### config.mk
export PLATFORM = sky130hd
export DESIGN_NAME = rasterizer_triangle_setup_flat
export DESIGN_NICKNAME = d
export VERILOG_FILES = /design/src/rtl/rasterizer_pkg.sv /design/src/rtl/rasterizer_triangle_setup_if.sv /design/src/rtl/rasterizer_setup_skid.sv /design/src/rtl/rasterizer_triangle_setup.sv /design/src/flat_wrapper.sv
export SDC_FILE = /design/constraint.sdc
export NUM_CORES = 2
export LEC_CHECK = 0
export ABC_AREA = 1
export CELL_PAD_IN_SITES_DETAIL_PLACEMENT = 1
export CELL_PAD_IN_SITES_GLOBAL_PLACEMENT = 1
export CORE_MARGIN = 4
export CORE_UTILIZATION = 42
export DETAILED_ROUTE_END_ITERATION = 10
export PLACE_DENSITY = 0.88
export SETUP_SLACK_MARGIN = 0.02
export SLEW_MARGIN = 20
export SYNTH_ARGS = -nofsm -noshare
export SYNTH_HDL_FRONTEND = slang
export SYNTH_SLANG_ARGS = --single-unit
export TNS_END_PERCENT = 10
### constraint.sdc
create_clock -name clock -period 17.1 [get_ports clock]
set_clock_uncertainty 0.2 [all_clocks]
set_input_delay 2.565 -clock clock [delete_from_list [all_inputs] [get_ports clock]]
set_output_delay 2.565 -clock clock [all_outputs]
set_load 0.05 [all_outputs]
### src/rtl/rasterizer_pkg.sv
// Shared types and constants for the rasterizer triangle-setup slice.
// Vertex layout, setup FSM states and small signed helpers.
package rasterizer_pkg;

    typedef enum logic [2:0] {S_IDLE, S_LOAD, S_MUL, S_FIN, S_OUT} setup_state_e;

    localparam int VX      = 0;
    localparam int VY      = 1;
    localparam int VZ      = 2;
    localparam int VC      = 3;
    localparam int VSTRIDE = 5;
    localparam int NVERT   = 3;
    localparam int NWORDS  = NVERT * VSTRIDE;
    localparam int CW      = 40;
    localparam int TRI_W   = NWORDS * 32;

    typedef logic [NWORDS-1:0][31:0] tri_words_t;

    function automatic logic signed [15:0] min3(input logic signed [15:0] a, b, c);
        logic signed [15:0] m;
        m = (a < b) ? a : b;
        return (c < m) ? c : m;
    endfunction

    function automatic logic signed [15:0] max3(input logic signed [15:0] a, b, c);
        logic signed [15:0] m;
        m = (a > b) ? a : b;
        return (c > m) ? c : m;
    endfunction

    function automatic logic signed [15:0] clamp16(input logic signed [15:0] v, hi);
        if (v < 16'sd0) return 16'sd0;
        if (v > hi)     return hi;
        return v;
    endfunction

endpackage

### src/rtl/rasterizer_triangle_setup_if.sv
// Triangle-in / setup-record-out bus. master is the setup unit itself;
// slave is its surroundings (vertex fetch upstream, traversal downstream).
interface rasterizer_triangle_setup_if;
    import rasterizer_pkg::*;

    logic                        in_valid;
    tri_words_t                  vertex_in;
    logic                        stall_out;
    logic                        out_valid;
    logic                        stall_in;
    logic [NVERT-1:0][31:0]      edge_a;
    logic [NVERT-1:0][31:0]      edge_b;
    logic [NVERT-1:0][CW-1:0]    edge_c;
    logic [CW-1:0]               area2;
    logic [15:0]                 bbox_min_x, bbox_min_y, bbox_max_x, bbox_max_y;
    logic [NVERT-1:0][31:0]      z_out;
    logic [NVERT-1:0][31:0]      color_out;

    modport master (
        input  in_valid, vertex_in, stall_in,
        output stall_out, out_valid, edge_a, edge_b, edge_c, area2,
               bbox_min_x, bbox_min_y, bbox_max_x, bbox_max_y, z_out, color_out
    );
    modport slave (
        output in_valid, vertex_in, stall_in,
        input  stall_out, out_valid, edge_a, edge_b, edge_c, area2,
               bbox_min_x, bbox_min_y, bbox_max_x, bbox_max_y, z_out, color_out
    );
endinterface

### src/rtl/rasterizer_setup_skid.sv
// Small circular FIFO holding whole triangles between fetch and setup.
// Pushes into a full buffer are ignored; the parent flags the overflow.
module rasterizer_setup_skid #(
    parameter  int DEPTH = 2,
    parameter  int W     = 480,
    localparam int CNT_W = $clog2(DEPTH + 1),
    localparam int PW    = (DEPTH > 1) ? $clog2(DEPTH) : 1
) (
    input  logic             clock,
    input  logic             reset,
    input  logic             push,
    input  logic [W-1:0]     din,
    input  logic             pop,
    output logic [W-1:0]     dout,
    output logic [CNT_W-1:0] count,
    output logic             full
);
    logic [W-1:0]  mem [DEPTH];
    logic [PW-1:0] wr_ptr, rd_ptr;
    logic          push_ok, pop_ok;

    assign full    = (count == CNT_W'(DEPTH));
    assign push_ok = push && !full;
    assign pop_ok  = pop && (count != '0);
    assign dout    = mem[rd_ptr];

    function automatic logic [PW-1:0] nxt(input logic [PW-1:0] p);
        return (p == PW'(DEPTH - 1)) ? '0 : p + PW'(1);
    endfunction

    always_ff @(posedge clock or negedge reset) begin
        if (!reset) begin
            wr_ptr <= '0;
            rd_ptr <= '0;
            count  <= '0;
        end else begin
            if (push_ok) wr_ptr <= nxt(wr_ptr);
            if (pop_ok)  rd_ptr <= nxt(rd_ptr);
            count <= count + CNT_W'(push_ok) - CNT_W'(pop_ok);
        end
    end

    always_ff @(posedge clock) begin
        if (push_ok) mem[wr_ptr] <= din;
    end
endmodule

### src/rtl/rasterizer_triangle_setup.sv
// Triangle setup: edge coefficients, doubled area and clamped bbox per triangle,
// using one shared 16x16 multiplier over six cycles; culls before handing off.
module rasterizer_triangle_setup
    import rasterizer_pkg::*;
#(
    parameter int SCREEN_W   = 640,
    parameter int SCREEN_H   = 480,
    parameter bit CULL_BACK  = 1'b0,
    parameter int SKID_DEPTH = 2
) (
    input  logic                         clock,
    input  logic                         reset,
    rasterizer_triangle_setup_if.master  bus,
    input  logic                         done_in,
    output logic                         done_out,
    output logic [31:0]                  tri_in_count,
    output logic [31:0]                  tri_cull_count,
    output logic                         overflow_err
);
    localparam int CNT_W = $clog2(SKID_DEPTH + 1);
    localparam logic signed [15:0] XMAX = 16'(SCREEN_W - 1);
    localparam logic signed [15:0] YMAX = 16'(SCREEN_H - 1);

    setup_state_e        state, state_nx;
    logic [CNT_W-1:0]    skid_count;
    logic                skid_full, skid_pop;
    tri_words_t          head;
    logic                head_unused;
    logic [2:0]          k;

    logic signed [15:0]  hx [NVERT], hy [NVERT];
    logic signed [15:0]  vx [NVERT], vy [NVERT];
    logic signed [31:0]  a_r [NVERT], b_r [NVERT];
    logic signed [CW-1:0] c_r [NVERT];
    logic signed [CW-1:0] area_r, area_sum;
    logic signed [15:0]  mnx, mny, mxx, mxy;
    logic [NVERT-1:0][31:0] z_r, col_r;
    logic signed [15:0]  ma, mb;
    logic signed [31:0]  prod, p_hold;
    logic                neg, off_screen, drop;
    logic                stall_q, done_q;

    rasterizer_setup_skid #(.DEPTH(SKID_DEPTH), .W(TRI_W)) u_skid (
        .clock (clock),
        .reset (reset),
        .push  (bus.in_valid),
        .din   (bus.vertex_in),
        .pop   (skid_pop),
        .dout  (head),
        .count (skid_count),
        .full  (skid_full)
    );

    // Only the low 16 bits of x/y matter; upper bits and the reserved word are dropped here.
    always_comb begin
        head_unused = 1'b0;
        for (int i = 0; i < NVERT; i++) begin
            hx[i] = head[VSTRIDE*i+VX][15:0];
            hy[i] = head[VSTRIDE*i+VY][15:0];
            head_unused ^= ^{head[VSTRIDE*i+VX][31:16], head[VSTRIDE*i+VY][31:16],
                             head[VSTRIDE*i+VSTRIDE-1]};
        end
    end

    // Product order pairs up so that odd steps close one C term: p0-p1, p2-p3, p4-p5.
    always_comb begin
        ma = vx[0]; mb = vy[1];
        case (k)
            3'd1: begin ma = vx[1]; mb = vy[0]; end
            3'd2: begin ma = vx[1]; mb = vy[2]; end
            3'd3: begin ma = vx[2]; mb = vy[1]; end
            3'd4: begin ma = vx[2]; mb = vy[0]; end
            3'd5: begin ma = vx[0]; mb = vy[2]; end
            default: ;
        endcase
        prod = 32'(ma) * 32'(mb);
    end

    always_comb begin
        area_sum   = c_r[0] + c_r[1] + c_r[2];
        neg        = area_sum[CW-1];
        off_screen = (mxx < 16'sd0) || (mnx > XMAX) || (mxy < 16'sd0) || (mny > YMAX);
        drop       = (area_sum == '0) || off_screen || (neg && CULL_BACK);
    end

    always_ff @(posedge clock or negedge reset) begin
        if (!reset) state <= S_IDLE;
        else        state <= state_nx;
    end

    always_comb begin
        state_nx = state;
        case (state)
            S_IDLE: if (skid_count != '0) state_nx = S_LOAD;
            S_LOAD: state_nx = S_MUL;
            S_MUL:  if (k == 3'd5) state_nx = S_FIN;
            S_FIN:  state_nx = drop ? S_IDLE : S_OUT;
            S_OUT:  if (!bus.stall_in) state_nx = S_IDLE;
            default: state_nx = S_IDLE;
        endcase
    end

    always_comb begin
        skid_pop      = (state == S_LOAD);
        bus.out_valid = (state == S_OUT);
    end

    always_ff @(posedge clock or negedge reset) begin
        if (!reset) begin
            for (int i = 0; i < NVERT; i++) begin
                vx[i] <= '0; vy[i] <= '0; a_r[i] <= '0; b_r[i] <= '0; c_r[i] <= '0;
            end
            z_r <= '0; col_r <= '0; area_r <= '0; p_hold <= '0; k <= '0;
            mnx <= '0; mny <= '0; mxx <= '0; mxy <= '0;
        end else begin
            case (state)
                S_LOAD: begin
                    for (int i = 0; i < NVERT; i++) begin
                        vx[i]    <= hx[i];
                        vy[i]    <= hy[i];
                        z_r[i]   <= head[VSTRIDE*i+VZ];
                        col_r[i] <= head[VSTRIDE*i+VC];
                        a_r[i]   <= 32'(hy[i]) - 32'(hy[(i+1)%NVERT]);
                        b_r[i]   <= 32'(hx[(i+1)%NVERT]) - 32'(hx[i]);
                    end
                    mnx <= min3(hx[0], hx[1], hx[2]);
                    mxx <= max3(hx[0], hx[1], hx[2]);
                    mny <= min3(hy[0], hy[1], hy[2]);
                    mxy <= max3(hy[0], hy[1], hy[2]);
                    k   <= '0;
                end
                S_MUL: begin
                    if (!k[0]) p_hold <= prod;
                    else       c_r[k[2:1]] <= CW'(p_hold) - CW'(prod);
                    k <= k + 3'd1;
                end
                S_FIN: begin
                    // Clockwise triangles are flipped so traversal only ever sees positive winding.
                    area_r <= neg ? -area_sum : area_sum;
                    if (neg) begin
                        for (int i = 0; i < NVERT; i++) begin
                            a_r[i] <= -a_r[i]; b_r[i] <= -b_r[i]; c_r[i] <= -c_r[i];
                        end
                    end
                    mnx <= clamp16(mnx, XMAX);
                    mxx <= clamp16(mxx, XMAX);
                    mny <= clamp16(mny, YMAX);
                    mxy <= clamp16(mxy, YMAX);
                end
                default: ;
            endcase
        end
    end

    always_ff @(posedge clock or negedge reset) begin
        if (!reset) begin
            tri_in_count   <= '0;
            tri_cull_count <= '0;
            overflow_err   <= 1'b0;
            stall_q        <= 1'b0;
            done_q         <= 1'b0;
        end else begin
            if (bus.in_valid && !skid_full) tri_in_count <= tri_in_count + 32'd1;
            if (bus.in_valid && skid_full)  overflow_err <= 1'b1;
            if (state == S_FIN && drop)     tri_cull_count <= tri_cull_count + 32'd1;
            stall_q <= (skid_count != '0) || (state != S_IDLE);
            done_q  <= done_in && (state == S_IDLE) && (skid_count == '0) && !bus.in_valid;
        end
    end

    assign bus.stall_out  = stall_q;
    assign done_out       = done_q;
    assign bus.edge_a     = {a_r[2], a_r[1], a_r[0]};
    assign bus.edge_b     = {b_r[2], b_r[1], b_r[0]};
    assign bus.edge_c     = {c_r[2], c_r[1], c_r[0]};
    assign bus.area2      = area_r;
    assign bus.bbox_min_x = mnx;
    assign bus.bbox_min_y = mny;
    assign bus.bbox_max_x = mxx;
    assign bus.bbox_max_y = mxy;
    assign bus.z_out      = z_r;
    assign bus.color_out  = col_r;
endmodule

### src/flat_wrapper.sv
// flat-port wrapper written by rule: the top's interface ports become plain ports
module rasterizer_triangle_setup_flat import rasterizer_pkg::*;
#(
    parameter int SCREEN_W   = 640,
    parameter int SCREEN_H   = 480,
    parameter bit CULL_BACK  = 1'b0,
    parameter int SKID_DEPTH = 2
)
  (clock, reset, done_in, done_out, tri_in_count, tri_cull_count, overflow_err, bus_in_valid, bus_vertex_in, bus_stall_in, bus_stall_out, bus_out_valid, bus_edge_a, bus_edge_b, bus_edge_c, bus_area2, bus_bbox_min_x, bus_bbox_min_y, bus_bbox_max_x, bus_bbox_max_y, bus_z_out, bus_color_out);
  rasterizer_triangle_setup_if bus_i ();
  input  logic clock;
  input  logic reset;
  input  logic done_in;
  output logic done_out;
  output logic [31:0] tri_in_count;
  output logic [31:0] tri_cull_count;
  output logic overflow_err;
  input wire logic [$bits(bus_i.in_valid)-1:0] bus_in_valid;
  input wire logic [$bits(bus_i.vertex_in)-1:0] bus_vertex_in;
  input wire logic [$bits(bus_i.stall_in)-1:0] bus_stall_in;
  output wire logic [$bits(bus_i.stall_out)-1:0] bus_stall_out;
  output wire logic [$bits(bus_i.out_valid)-1:0] bus_out_valid;
  output wire logic [$bits(bus_i.edge_a)-1:0] bus_edge_a;
  output wire logic [$bits(bus_i.edge_b)-1:0] bus_edge_b;
  output wire logic [$bits(bus_i.edge_c)-1:0] bus_edge_c;
  output wire logic [$bits(bus_i.area2)-1:0] bus_area2;
  output wire logic [$bits(bus_i.bbox_min_x)-1:0] bus_bbox_min_x;
  output wire logic [$bits(bus_i.bbox_min_y)-1:0] bus_bbox_min_y;
  output wire logic [$bits(bus_i.bbox_max_x)-1:0] bus_bbox_max_x;
  output wire logic [$bits(bus_i.bbox_max_y)-1:0] bus_bbox_max_y;
  output wire logic [$bits(bus_i.z_out)-1:0] bus_z_out;
  output wire logic [$bits(bus_i.color_out)-1:0] bus_color_out;
  assign bus_i.in_valid = bus_in_valid;
  assign bus_i.vertex_in = bus_vertex_in;
  assign bus_i.stall_in = bus_stall_in;
  assign bus_stall_out = bus_i.stall_out;
  assign bus_out_valid = bus_i.out_valid;
  assign bus_edge_a = bus_i.edge_a;
  assign bus_edge_b = bus_i.edge_b;
  assign bus_edge_c = bus_i.edge_c;
  assign bus_area2 = bus_i.area2;
  assign bus_bbox_min_x = bus_i.bbox_min_x;
  assign bus_bbox_min_y = bus_i.bbox_min_y;
  assign bus_bbox_max_x = bus_i.bbox_max_x;
  assign bus_bbox_max_y = bus_i.bbox_max_y;
  assign bus_z_out = bus_i.z_out;
  assign bus_color_out = bus_i.color_out;
  rasterizer_triangle_setup #(.SCREEN_W(SCREEN_W), .SCREEN_H(SCREEN_H), .CULL_BACK(CULL_BACK), .SKID_DEPTH(SKID_DEPTH)) u_core (.clock(clock), .reset(reset), .bus(bus_i), .done_in(done_in), .done_out(done_out), .tri_in_count(tri_in_count), .tri_cull_count(tri_cull_count), .overflow_err(overflow_err));
endmodule
==> results.toml <==
[run_status]
outcome = "completed"

[logic_synthesis]
ys_async_sr_fraction_pct = 58.53
number_of_synthesized_flops_with_an_enable_pin = 576
dominantRegCellSynth = "dfrtp_1"
synth_area_um2 = 84080
ys_seq_area_share_pct = 44.77
synthesized_instance_count = 9949
count_of_distinct_cell_types_in_the_synthesized_netlist = 74
synth_seq_cells = 1389
synth.yosys.warnings = 0
post_synth.cell_area_avg_um2 = 8.451
synth_nets = 11066

[routing]
detail_route.wirelength_mm = 378.0
drtIter0Drc = 7928
viasPerCell = 5.745
first_pass_iters = 6
antenna_violating_nets_post_route = 0
drcViolationCount = 0
detailroute.via_count = 78855
routedWlPerCell_um = 27.54

[sta]
timing.setup.tns_ps = 0
report.final.setup_viol = 0
rsz_0062_raised_after_global_routing = "no"
clock_period_minus_final_worst_setup_slack_ps = 12410
timing.max_slew.rel_slack_pct = 18.04
timing.final.max_slew_violations = 0
period_share_pct = 72.59
fmax_ghz = 0.08056
final.hold.worst_slack_ps = 267.7
finalHoldViolations = 0
worstMarginPinSlew_ps = 1217

[clocking]
root_buffer = "clkbuf_16"
clock_sinks = 1389
post_cts_resize_count = 0
tritoncts = "yes"
path_clk_slew_ps = 60
cts_hold_buf = 0
cts_setup_buffers = 0
clk_path_buf_depth = 3
cts_made_buffers = 163
worst_skew_pair.late_latency_ps = 860
clock_tree.htree_level_count = 4

[setup_path]
cpMostUsedCell = "nand2_1"
cp_top_family = "adder cells"
reg2reg_setup_slack_ps = 4690
worst-setup-path-type = "register to register"
critPathMaxStageDelay_ps = 690
critPathRequiredTime_ps = 17650
critPathArrivalTime_ps = 12960
path_max_fanout = 16
worstSetupStartpointType = "register"
timing.critical_path.buf_inv = 8
critical_path.endpoint_type = "register"
cp_slowest_cell = "xor2_1"

[floorplanning]
die_height_um = 455.4
floorplan.die_area_um2 = 207400
die_width_um = 455.4
placeableCoreArea_um2 = 198200
fp-row-count = 163
floorplan.initialDensity_pct = 42.41
ioPinCount = 1161

[cells_and_area]
postLayoutCoreUtil_pct = 51.87
area_delta_synth_final_pct = 22.29
num-fill-cells = 23133
final_area_um2 = 102800
drive_above_1_share_pct = 4.602
design.final.nets = 12015

[global_routing]
antenna_found_initial = 70
global_route_wire_length_before_repair_mm = 542.8
grt_max_degree = 245
grt.total_usage_pct = 34.56
first_global_vias = 82473
grt_remaining_overflow = 0

[place]
numPortBuffers = 968
finalWeightedCongestion = 0.9805
placed_cell_area_um2 = 96930
detailed_place_hpwl_mm = 272.5

[job]
maxCapViolCount = 0

[hold_path]
holdCritPathClass = "register to register"
-- per-layer routing --
layer | vias up | global-route usage [%] | routed length [um]
met5 | - | 0 | 369
met4 | 48 | 23.38 | 30860
met3 | 986 | 8.885 | 31750
met2 | 3471 | 54.82 | 171600
met1 | 39698 | 41.42 | 143400
li1 | 34652 | - | -
-- final timing paths --
kind                                startpoint               endpoint  depth (start not counted)
max reg2reg                        u_core.k[0]  u_core.bus.edge_c[78]                         40
min reg2reg                u_core.overflow_err    u_core.overflow_err                          1
max in group asynchronous                reset  u_core.bus.edge_c[93]                          4
min                        u_core.overflow_err    u_core.overflow_err                          1
max                                u_core.k[0]  u_core.bus.edge_c[78]                         40
min in group asynchronous                reset  u_core.bus.edge_b[57]                          1
-- layout by cell type (no fill, tap or decap), types with 323 or more instances in the layout --
cell | synthesis | final
clkdlybuf4s50_1 | 0 | 967
ha_1 | 323 | 323
edfxtp_1 | 576 | 576
inv_1 | 1424 | 1424
nand3_1 | 388 | 388
a21oi_1 | 465 | 463
dfrtp_1 | 813 | 812
nor2_1 | 848 | 842
nand2_1 | 2184 | 2183
o21ai_0 | 1164 | 1150
-- sequential cells by signal, summed over array words and instances, names as in the netlist, 2 cells and up --
register and flops:
u_core.bus.edge_b 96, u_core.bus.edge_a 96, u_core.bus.bbox_min_y 16, u_core.k 3
u_core.p_hold 32, u_core.u_skid.count 2, u_core.bus.bbox_min_x 16, u_core.tri_cull_count 32
u_core.tri_in_count 32, u_core.state 3, u_core.bus.bbox_max_y 16, u_core.vy 48
u_core.bus.z_out 96, u_core.bus.bbox_max_x 16, u_core.bus.edge_c 120, u_core.bus.color_out 96
u_core.vx 48, u_core.u_skid.mem 576, u_core.bus.area2 40
-- cell usage after synthesis (6+ instances only) --
library cell,count,area share (%)
o21a_1,23,0.21
nor2_2,7,0.052
o21ai_2,6,0.063
nor3_1,117,0.70
nand2_2,9,0.067
o21ai_0,1164,6.9
o21bai_1,17,0.15
buf_4,7,0.063
inv_1,1424,6.4
a21boi_1,29,0.26
clkinv_1,11,0.049
o22ai_1,59,0.44
inv_2,13,0.058
or2_1,7,0.052
nand3b_1,26,0.23
a21boi_0,9,0.080
clkbuf_1,227,1.0
edfxtp_1,576,21
nand4_1,100,0.74
a31oi_1,79,0.59
buf_2,66,0.39
a21o_1,17,0.15
nor2_1,848,3.8
xnor2_1,75,0.78
or2_2,30,0.22
nand3_1,388,2.3
o211ai_1,36,0.32
nor4_1,78,0.58
a22oi_1,45,0.40
dfrtp_1,813,24
a21oi_1,465,2.8
fa_1,309,7.4
xor2_1,176,1.8
a22o_1,9,0.094
nor3_2,13,0.15
buf_1,16,0.071
o31ai_1,12,0.11
nand2_1,2184,9.8
o21ai_1,57,0.34
ha_1,323,4.8
-- worst reg2reg max path, delay by kind of cell, from the launching register on --
family | cells | cell delay (ps)
adder cells (fa/ha/maj) | 9 | 4110
AND/OR/NAND/NOR | 15 | 3320
AO/OA/AOI/OAI | 7 | 1830
buffers and inverters | 8 | 1740
XOR/XNOR | 1 | 690
flip-flops | 1 | 410
-- final cells by class --
type                    count  area, um2  area share (%)
diodes                     47      117.6          0.1144
clock buffers             245       4770           4.639
clock inverters            60      940.9          0.9151
inverters                1448       5458           5.308
multi-input cells        6791      39740           38.65
flip-flops and latches   1389      37640           36.61
well taps                2640       3303           3.213
repair buffers           1105      10850           10.55
-- through the flow --
| stage | worst slack, ps | std cells |
|---|---|---|
| 4_1_cts | 4934 | 13676 |
| 6_report | 4687 | 13725 |
| 3_3_place_gp | 5310 | 13371 |
| 2_1_floorplan | 1323 | 9949 |
| 3_5_place_dp | 4978 | 13371 |
| 5_1_grt | 4216 | 13702 |
-- cell families after synthesis --
family          share of synthesized area, %
simple gates                           18.87
buf+inv                                8.064
fa+ha+maj                              12.16
compound gates                         13.39
mux                                  0.03572
xor+xnor                               2.707
flops                                  44.77
Power is left out: the tool's default activity adds up to more than one toggle a clock period on the data nets, which glitch-free logic cannot reach.
